==> src/rtl/mem_port_arbiter.sv <==
// Arbitrates one single-port memory between an instruction-fetch port and a
// data-memory port. Data normally wins, but a waiting fetch is guaranteed a
// grant after STARVE_MAX consecutive data grants. A stuck memory is bounded
// by a per-grant timeout that returns a NOP and raises a sticky error flag.
module mem_port_arbiter #(
    parameter int STARVE_MAX = 4,
    parameter int TIMEOUT    = 15
) (
    input  logic        clk,
    input  logic        reset,
    input  logic        if_req,
    input  logic [31:0] if_addr,
    output logic [31:0] if_rdata,
    output logic        if_ack,
    input  logic        dm_req,
    input  logic        dm_we,
    input  logic [31:0] dm_addr,
    input  logic [31:0] dm_wdata,
    output logic [31:0] dm_rdata,
    output logic        dm_ack,
    output logic        mem_en,
    output logic        mem_we,
    output logic [31:0] mem_addr,
    output logic [31:0] mem_wdata,
    input  logic [31:0] mem_rdata,
    input  logic        mem_ready,
    output logic        stall_if,
    output logic        stall_mem,
    output logic        err
);

    typedef enum logic [1:0] {
        IDLE   = 2'd0,
        GNT_IF = 2'd1,
        GNT_DM = 2'd2,
        ACK    = 2'd3
    } state_t;

    localparam int            CW         = (TIMEOUT < 2) ? 1 : $clog2(TIMEOUT + 1);
    localparam logic [CW-1:0] GNT_LAST   = CW'(TIMEOUT - 1);
    localparam logic [2:0]    STARVE_LIM = 3'(STARVE_MAX);
    localparam logic [31:0]   NOP_INSN   = 32'h0000_0013;

    state_t        state_q, state_d;
    logic [2:0]    starve_cnt_q, starve_cnt_d;
    logic [CW-1:0] gnt_cnt_q, gnt_cnt_d;
    logic          err_q, err_d;
    logic [31:0]   addr_q, addr_d;
    logic [31:0]   wdata_q, wdata_d;
    logic          we_q, we_d;
    logic [31:0]   if_rdata_q, if_rdata_d;
    logic [31:0]   dm_rdata_q, dm_rdata_d;
    logic          ack_sel_q, ack_sel_d;

    // Arbitration, request capture, completion/timeout handling and starvation tracking.
    always_comb begin
        state_d      = state_q;
        starve_cnt_d = starve_cnt_q;
        gnt_cnt_d    = gnt_cnt_q;
        err_d        = err_q;
        addr_d       = addr_q;
        wdata_d      = wdata_q;
        we_d         = we_q;
        if_rdata_d   = if_rdata_q;
        dm_rdata_d   = dm_rdata_q;
        ack_sel_d    = ack_sel_q;

        case (state_q)
            IDLE: begin
                if (dm_req && !(if_req && (starve_cnt_q == STARVE_LIM))) begin
                    state_d   = GNT_DM;
                    addr_d    = dm_addr;
                    wdata_d   = dm_wdata;
                    we_d      = dm_we;
                    gnt_cnt_d = '0;
                    if (if_req && (starve_cnt_q != STARVE_LIM)) begin
                        starve_cnt_d = starve_cnt_q + 3'd1;
                    end
                end else if (if_req) begin
                    state_d      = GNT_IF;
                    addr_d       = if_addr;
                    wdata_d      = '0;
                    we_d         = 1'b0;
                    gnt_cnt_d    = '0;
                    starve_cnt_d = '0;
                end
            end
            GNT_IF, GNT_DM: begin
                if (mem_ready) begin
                    if (state_q == GNT_IF) begin
                        if_rdata_d = mem_rdata;
                    end else begin
                        dm_rdata_d = mem_rdata;
                    end
                    ack_sel_d = (state_q == GNT_DM);
                    state_d   = ACK;
                end else if (gnt_cnt_q == GNT_LAST) begin
                    if (state_q == GNT_IF) begin
                        if_rdata_d = NOP_INSN;
                    end else begin
                        dm_rdata_d = NOP_INSN;
                    end
                    ack_sel_d = (state_q == GNT_DM);
                    err_d     = 1'b1;
                    state_d   = ACK;
                end else begin
                    gnt_cnt_d = gnt_cnt_q + CW'(1);
                end
            end
            ACK: begin
                state_d = IDLE;
            end
            default: begin
                state_d = IDLE;
            end
        endcase

        if (!if_req) begin
            starve_cnt_d = '0;
        end
    end

    // State and datapath registers with synchronous reset.
    always_ff @(posedge clk) begin
        if (reset) begin
            state_q      <= IDLE;
            starve_cnt_q <= '0;
            gnt_cnt_q    <= '0;
            err_q        <= 1'b0;
            addr_q       <= '0;
            wdata_q      <= '0;
            we_q         <= 1'b0;
            if_rdata_q   <= '0;
            dm_rdata_q   <= '0;
            ack_sel_q    <= 1'b0;
        end else begin
            state_q      <= state_d;
            starve_cnt_q <= starve_cnt_d;
            gnt_cnt_q    <= gnt_cnt_d;
            err_q        <= err_d;
            addr_q       <= addr_d;
            wdata_q      <= wdata_d;
            we_q         <= we_d;
            if_rdata_q   <= if_rdata_d;
            dm_rdata_q   <= dm_rdata_d;
            ack_sel_q    <= ack_sel_d;
        end
    end

    assign mem_en    = (state_q == GNT_IF) || (state_q == GNT_DM);
    assign mem_we    = (state_q == GNT_DM) && we_q;
    assign mem_addr  = addr_q;
    assign mem_wdata = wdata_q;
    assign if_ack    = (state_q == ACK) && !ack_sel_q;
    assign dm_ack    = (state_q == ACK) && ack_sel_q;
    assign if_rdata  = if_rdata_q;
    assign dm_rdata  = dm_rdata_q;
    assign stall_if  = if_req && !if_ack;
    assign stall_mem = dm_req && !dm_ack;
    assign err       = err_q;

endmodule

==> config.mk <==
export PLATFORM = sky130hd
export DESIGN_NAME = mem_port_arbiter
export DESIGN_NICKNAME = d
export VERILOG_FILES = /design/src/rtl/mem_port_arbiter.sv
export SDC_FILE = /design/constraint.sdc
export NUM_CORES = 1
export LEC_CHECK = 0
export ABC_AREA = 1
export CAP_MARGIN = 15
export CORE_MARGIN = 1
export CORE_UTILIZATION = 42
export CTS_CLUSTER_DIAMETER = 150
export DETAILED_ROUTE_END_ITERATION = 7
export PLACE_DENSITY = 0.8
export SYNTH_ARGS = -nofsm -noshare
export SYNTH_HDL_FRONTEND = slang
export SYNTH_SLANG_ARGS = --single-unit
export TNS_END_PERCENT = 5
==> constraint.sdc <==
create_clock -name clk -period 1.9 [get_ports clk]
set_clock_uncertainty 0.05 [all_clocks]
set_input_delay 0.285 -clock clk [delete_from_list [all_inputs] [get_ports clk]]
set_output_delay 0.285 -clock clk [all_outputs]
set_load 0.02 [all_outputs]
==> results of run 1 <==
## critical path: cells and delay by family (launching register included)
kind	cells	cell delay, ps
buf+inv	2	380
flops	1	350
fa+ha+maj	1	340
## per-stage QoR
stage / cell area, sq um / total power [mW] / std cells / setup TNS [ps] / hold slack (ps)
6_report: 9710 / 13.3 / 1337 / 0 / 354
5_1_grt: 9710 / 14.1 / 1337 / -1.53 / 368
4_1_cts: 9700 / 13.3 / 1336 / 0 / 337
3_5_place_dp: 9140 / 10.1 / 1307 / -1.86 / 385
3_3_place_gp: 9140 / 9.98 / 1307 / 0 / 383
2_1_floorplan: 6130 / 7.40 / 886 / 0 / 377
## cell type report
type	instances	area share, %
Multi-Input combinational cell	592	27.8
Inverter	91	3.52
Sequential cell	140	28.9
Tap cell	180	2.32
Timing Repair Buffer	304	31.6
Antenna cell	1	0.0258
Clock inverter	8	0.967
Clock buffer	21	4.85
## metal layers
metal,global-route usage (%),vias up,wire (um)
li1,-,3311,-
met2,40.0,254,8650
met4,12.9,0,571
met1,27.4,2900,7460
met3,10.5,42,1990
met5,0,-,0
## what timing repair did
item / in CTS / in global routing
hold buffers: 0 / 0
cloned: 0 / 0
resized for setup: 10 / 12
setup endpoints to repair: 6 / 47
setup buffers: 0 / 0
## path summary, 6_finish.rpt
check	startpoint	endpoint	slack, ps	depth (start not counted)
setup / recovery	state_q[1]	mem_en	80	3
hold / removal	reset	gnt_cnt_q[1]	350	3
setup reg to reg	state_q[0]	mem_wdata[25]	150	7
hold reg to reg	dm_rdata[4]	dm_rdata[4]	390	2
## layout by cell type, fill, tap and decap left out, types with 2 or more instances in the layout
| cell type | synthesis | routed |
|---|---|---|
| sky130_fd_sc_hd__clkdlybuf4s50_1 | 0 | 261 |
| sky130_fd_sc_hd__nand2_1 | 251 | 251 |
| sky130_fd_sc_hd__dfxtp_1 | 140 | 139 |
| sky130_fd_sc_hd__a21oi_1 | 105 | 105 |
| sky130_fd_sc_hd__inv_1 | 90 | 89 |
| sky130_fd_sc_hd__nand3_1 | 88 | 88 |
| sky130_fd_sc_hd__nor2_1 | 83 | 81 |
| sky130_fd_sc_hd__o21ai_0 | 35 | 35 |
| sky130_fd_sc_hd__buf_4 | 6 | 23 |
| sky130_fd_sc_hd__clkbuf_16 | 0 | 17 |
| sky130_fd_sc_hd__nand3_2 | 11 | 11 |
| sky130_fd_sc_hd__buf_12 | 0 | 10 |
| sky130_fd_sc_hd__ha_1 | 8 | 8 |
| sky130_fd_sc_hd__nand4_1 | 7 | 7 |
| sky130_fd_sc_hd__clkinv_2 | 0 | 5 |
| sky130_fd_sc_hd__clkbuf_2 | 0 | 4 |
| sky130_fd_sc_hd__buf_6 | 2 | 4 |
| sky130_fd_sc_hd__clkbuf_8 | 0 | 3 |
| sky130_fd_sc_hd__inv_2 | 1 | 2 |
| sky130_fd_sc_hd__bufinv_16 | 0 | 2 |
## where the power goes
part | total (mW) | leakage, nW | switching, mW | internal (mW)
Combinational | 6.10 | 2.79 | 3.48 | 2.62
Clock | 3.20 | 0.284 | 1.20 | 2.00
Sequential | 3.96 | 1.15 | 0.345 | 3.62
## cells by family after synthesis
group / count (synthesis) / share of synthesized area, %
XOR/XNOR: 1 / 0.143
AO/OA/AOI/OAI: 143 / 11.9
flip-flops: 140 / 45.7
AND/OR/NAND/NOR: 440 / 30.1
adder cells (fa/ha/maj): 8 / 1.63
buffers and inverters: 154 / 10.5
## flip-flops by register name, summed over array words and instances (netlist names), 2 cells and up
name,flops
mem_wdata,32
if_rdata,32
mem_addr,32
starve_cnt_q,3
gnt_cnt_q,4
state_q,2
dm_rdata,32
==> out/summary.log, run 1 <==
qor: status.status completed
qor: cells_and_area.syn_to_final_growth 58.2%
qor: synthesis.post_synth_main_area_contributors sky130_fd_sc_hd__dfxtp_1 (46%), sky130_fd_sc_hd__nand2_1 (15%), sky130_fd_sc_hd__a21oi_1 (8.6%)
qor: critical_path.endpoint_kind output port
qor: placement.portBuffers 268
qor: global_routing.grt_max_degree 95
qor: cells_and_area.multiInputGateArea 2700 sq um
qor: synthesis.synth_edf_count 0
qor: critical_path.critical_path_startpoint_category register
qor: synthesis.post_synthesis_async_set_or_reset_flop_share 0%
qor: floorplan.design.core.area 14000 sq um
qor: cells_and_area.fillers 1188
qor: timing.max_slew.worst_pin.slew 432 ps
qor: synthesis.yosys.cell_types.count 20
qor: pwr.static-leakage-power 4.22 nW
qor: synthesis.synth.yosys.warnings 0
qor: timing.post-route-worst-setup-slack 80.2 ps
qor: timing.grt_setup_unrepaired yes
qor: clock_tree.htree_levels 4
qor: cells_and_area.final_core_utilization 69.1%
qor: cells_and_area.sequential_cell_area 2800 sq um
qor: synthesis.syn-mean-instance-area 6.92 sq um
qor: synthesis.syn_inst 886
qor: clock_tree.numClockSinks 140
qor: critical_path.worst-endpoint-arrival 1480 ps
qor: floorplan.die_h 123 um
qor: clock_tree.worstSkewPairLatency 410 ps
qor: critical_path.critical_path_cell_by_cell inv_1 -> ha_1 -> clkdlybuf4s15_2
qor: synthesis.yosysMostFrequentCell sky130_fd_sc_hd__nand2_1
qor: critical_path.timing.setup.critical_path_class reg2out
qor: global_routing.first_pass_grt_wire_length 28500 um
qor: clock_tree.cts.reportedPaths.clkPinSlew 60 ps
qor: drt.drt-pass1-iter-count 6
qor: clock_tree.root_cell_of_the_clock_tree sky130_fd_sc_hd__clkbuf_16
qor: pwr.ir_worst_vdd 848 uV
qor: global_routing.gr-total-overflow 0
qor: floorplan.fp.dieW 123 um
qor: critical_path.timing.critical_path.required 1560 ps
qor: cells_and_area.fin_nets 1288
qor: global_routing.initial_antenna_violation_count 1
qor: floorplan.die_area 15100 sq um
qor: critical_path.critical_path.max_fanout 3
qor: synthesis.postSynthNetCount 1028
qor: drt.dr_total_vias 6507
qor: timing.finalHoldViolations 0
qor: synthesis.synth_area_leader_cell sky130_fd_sc_hd__dfxtp_1
qor: floorplan.io-pin-count 269
qor: clock_tree.ctsLongestPathBuffers 2
qor: timing.slew_headroom 71.2%
qor: floorplan.initial_core_util 43.7%
qor: timing.final.period_utilization 95.8%
qor: clock_tree.cts_tree done
qor: hold_path.min-delay-path-class in2reg
qor: timing.fmax 550 MHz
qor: critical_path.critical-path-max-stage-delay 350 ps
qor: global_routing.global_route.usage.total 24.7%
qor: timing.final-max-slew-violation-count 0
qor: placement.dpl.hpwl 13000 um
qor: synthesis.proportion_of_synthesized_chip_area_in_sequential_cells 45.7%
qor: critical_path.crit_slowest_cell sky130_fd_sc_hd__dfxtp_1
qor: global_routing.vias_in_the_first_global_route 5786
qor: drt.routedWlPerCell 14.0 um
qor: synthesis.synth_area 6130 sq um
qor: drt.remaining_antenna_violation_count_after_routing 0
qor: drt.drt_iter0_drc 365
qor: pwr.power_per_cell_area 1370 nW/um^2
qor: drt.post_drt_via_cell_ratio 4.87
qor: placement.dpl_worst_slack -1.86 ps
qor: synthesis.ys_ff_latch 140
qor: synthesis.synth.cells.most_frequent sky130_fd_sc_hd__nand2_1 (251), sky130_fd_sc_hd__dfxtp_1 (140), sky130_fd_sc_hd__a21oi_1 (105), sky130_fd_sc_hd__inv_1 (90), sky130_fd_sc_hd__nand3_1 (88)
qor: floorplan.placement_rows 43
qor: synthesis.synth_top_area_share 45.7%
qor: timing.setup_viol 0
qor: drt.drcViolationCount 0
qor: placement.finalWeightedCongestion 0.794
qor: cells_and_area.drive_above_1_share 7.53%
qor: drt.wirelength 18700 um
qor: run.timing.max_cap.violations 0
qor: synthesis.yosys_most_used_dff sky130_fd_sc_hd__dfxtp_1
qor: timing.period_needed 1820 ps
qor: clock_tree.cts-buffers-inserted 17
Power figures use the tool's default switching activity.
==> inputs of run 2 (changes only) <==
--- a/config.mk
+++ b/config.mk
@@ -8,10 +8,10 @@
 export ABC_AREA = 1
 export CAP_MARGIN = 15
 export CORE_MARGIN = 1
-export CORE_UTILIZATION = 42
+export CORE_UTILIZATION = 35
 export CTS_CLUSTER_DIAMETER = 150
 export DETAILED_ROUTE_END_ITERATION = 7
-export PLACE_DENSITY = 0.8
+export PLACE_DENSITY = 0.69
 export SYNTH_ARGS = -nofsm -noshare
 export SYNTH_HDL_FRONTEND = slang
 export SYNTH_SLANG_ARGS = --single-unit
==> out/summary.log, run 2 (synthesis gave the netlist of run 1 again) <==
qor: critical_path.worst-path-buf-inv 2
qor: global_routing.first_pass_grt_wire_length 28700 um
qor: critical_path.timing.reg2reg.worst_path_depth 7
qor: drt.drt-pass1-iter-count 4
qor: cells_and_area.fillers 1663
qor: critical_path.critical_path_startpoint_category register
qor: critical_path.timing.critical_path.required 1560 ps
qor: pwr.power_per_cell_area 1380 nW/um^2
qor: cells_and_area.drive_above_1_share 7.30%
qor: timing.slew_headroom 69.8%
qor: clock_tree.post-cts-setup-buffers 0
qor: cells_and_area.final_common_cell sky130_fd_sc_hd__clkdlybuf4s50_1
qor: global_routing.vias_in_the_first_global_route 5882
qor: timing.setup_viol 0
qor: drt.dr_total_vias 6356
qor: drt.routedWlPerCell 13.1 um
qor: clock_tree.ctsLongestPathBuffers 2
qor: drt.remaining_antenna_violation_count_after_routing 0
qor: timing.max_slew.worst_pin.slew 453 ps
qor: timing.fmax 556 MHz
qor: critical_path.worstReg2RegStart state_q[0]
qor: clock_tree.numClockSinks 140
qor: clock_tree.worstSkewPairLatency 410 ps
qor: critical_path.critical_path_cell_by_cell inv_1 -> ha_4 -> clkdlybuf4s15_2
qor: timing.grt_setup_unrepaired no
qor: timing.final.period_utilization 94.7%
qor: cells_and_area.syn_to_final_growth 59.4%
qor: global_routing.initial_antenna_violation_count 0
qor: critical_path.r2r-end if_rdata[23]
qor: placement.dpl.hpwl 12400 um
qor: run.timing.max_cap.violations 0
qor: clock_tree.root_cell_of_the_clock_tree sky130_fd_sc_hd__clkbuf_16
qor: drt.drcViolationCount 0
qor: status.status completed
qor: critical_path.crit_slowest_cell sky130_fd_sc_hd__dfxtp_1
qor: cells_and_area.fin_nets 1280
qor: global_routing.gr-total-overflow 0
qor: hold_path.hold_start dm_wdata[13]
qor: critical_path.stages_on_the_worst_setup_path 3
qor: placement.finalWeightedCongestion 0.808
qor: clock_tree.postCtsHoldBufs 0
qor: global_routing.global_route.usage.total 20.1%
qor: critical_path.timing.critical_path.max_delay_family buffers and inverters
qor: critical_path.worstSetupEndpoint mem_en
qor: timing.period_needed 1800 ps
qor: timing.hold-worst-slack 367 ps
qor: floorplan.die_h 134 um
qor: cells_and_area.antenna_cells 0
qor: clock_tree.cts.reportedPaths.clkPinSlew 60 ps
qor: critical_path.critical_path.max_fanout 4
qor: placement.place.detailed.instances 1344
qor: cells_and_area.multiInputGateArea 2710 sq um
qor: drt.drt_iter0_drc 248
qor: timing.finalHoldViolations 0
qor: critical_path.worst-endpoint-arrival 1460 ps
qor: critical_path.critical-path-max-stage-delay 360 ps
qor: cells_and_area.final_cells 1376
qor: cells_and_area.mostFrequentLayoutCells sky130_fd_sc_hd__clkdlybuf4s50_1 (261), sky130_fd_sc_hd__nand2_1 (251), sky130_fd_sc_hd__dfxtp_1 (140)
qor: pwr.power 13.5 mW
qor: hold_path.min-delay-path-class in2reg
qor: pwr.static-leakage-power 4.19 nW
qor: placement.place_area 9170 sq um
qor: critical_path.timing.reg2reg.setup_slack 190 ps
qor: clock_tree.cts_tree done
qor: placement.portBuffers 268
qor: timing.setup_tns 0 ps
qor: cells_and_area.finalInstanceArea 9780 sq um
qor: cells_and_area.sequential_cell_area 2800 sq um
qor: clock_tree.htree_levels 4
qor: pwr.ir_worst_vdd 725 uV
qor: floorplan.fp.dieW 134 um
qor: floorplan.io-pin-count 269
qor: drt.post_drt_via_cell_ratio 4.62
qor: drt.wirelength 18100 um
qor: critical_path.endpoint_kind output port
qor: clock_tree.cts-buffers-inserted 17
qor: critical_path.timing.critical_path.from state_q[0]
qor: floorplan.initial_core_util 35.7%
qor: floorplan.die_area 18100 sq um
qor: global_routing.grt_max_degree 95
qor: floorplan.design.core.area 17200 sq um
qor: critical_path.timing.setup.critical_path_class reg2out
qor: floorplan.placement_rows 48
qor: timing.final-max-slew-violation-count 0
run 2: cell count changes in the layout (fill, tap and decap cells not counted), moves of 3 or more:
| cell | previous run | this run |
|---|---|---|
| sky130_fd_sc_hd__inv_6 | 0 | 5 |
| sky130_fd_sc_hd__buf_12 | 10 | 13 |
| sky130_fd_sc_hd__buf_4 | 23 | 16 |
| sky130_fd_sc_hd__buf_6 | 4 | 0 |
| sky130_fd_sc_hd__clkinv_2 | 5 | 2 |
| sky130_fd_sc_hd__clkinvlp_4 | 0 | 3 |
| sky130_fd_sc_hd__clkbuf_8 | 3 | 0 |
run 2: worst min-delay path: stages:
cell	delay [ps]
sky130_fd_sc_hd__clkdlybuf4s50_1	390
sky130_fd_sc_hd__nand2_1	60
sky130_fd_sc_hd__a21oi_1	50
run 2: stage by stage:
stage / setup WS, ps / utilization [%]
floorplan: 151 / -
global placement: -52.8 / 53.4
detailed placement: -83.7 / 53.4
CTS: 3.24 / 57.0
global route: 27.3 / 56.9
finish: 100 / 56.9
run 2: power breakdown:
| part | total (mW) | internal (mW) | switching, mW |
|---|---|---|---|
| clock | 3.46 | 2.09 | 1.36 |
| sequential | 3.95 | 3.61 | 0.342 |
| combinational | 6.13 | 2.70 | 3.43 |
run 2: per-layer routing:
layer / global-route usage (%) / vias up / wire, um
met5: 0 / - / 0
met4: 5.68 / 0 / 198
met3: 7.60 / 17 / 1660
met2: 33.0 / 235 / 8440
met1: 24.4 / 2807 / 7770
li1: - / 3297 / -
run 2: worst min path at each step:
stage | end | cells past startpoint
3_5_place_dp | dm_rdata[4] | 2
2_1_floorplan | mem_wdata[3] | 2
5_1_grt | mem_wdata[4] | 3
4_1_cts | err | 3
6_report | mem_wdata[13] | 3
3_3_place_gp | if_rdata[4] | 2
run 2: area by class of cell:
type	count	area share, %
flip-flops and latches	140	28.7
well taps	225	2.88
repair buffers	296	31.0
clock inverters	15	1.91
clock buffers	17	4.35
multi-input cells	592	27.7
inverters	91	3.49
run 2: repair_timing:
item	in CTS	in global routing
gates resized for setup	11	9
hold endpoints to repair	0	0
setup endpoints to repair	6	5
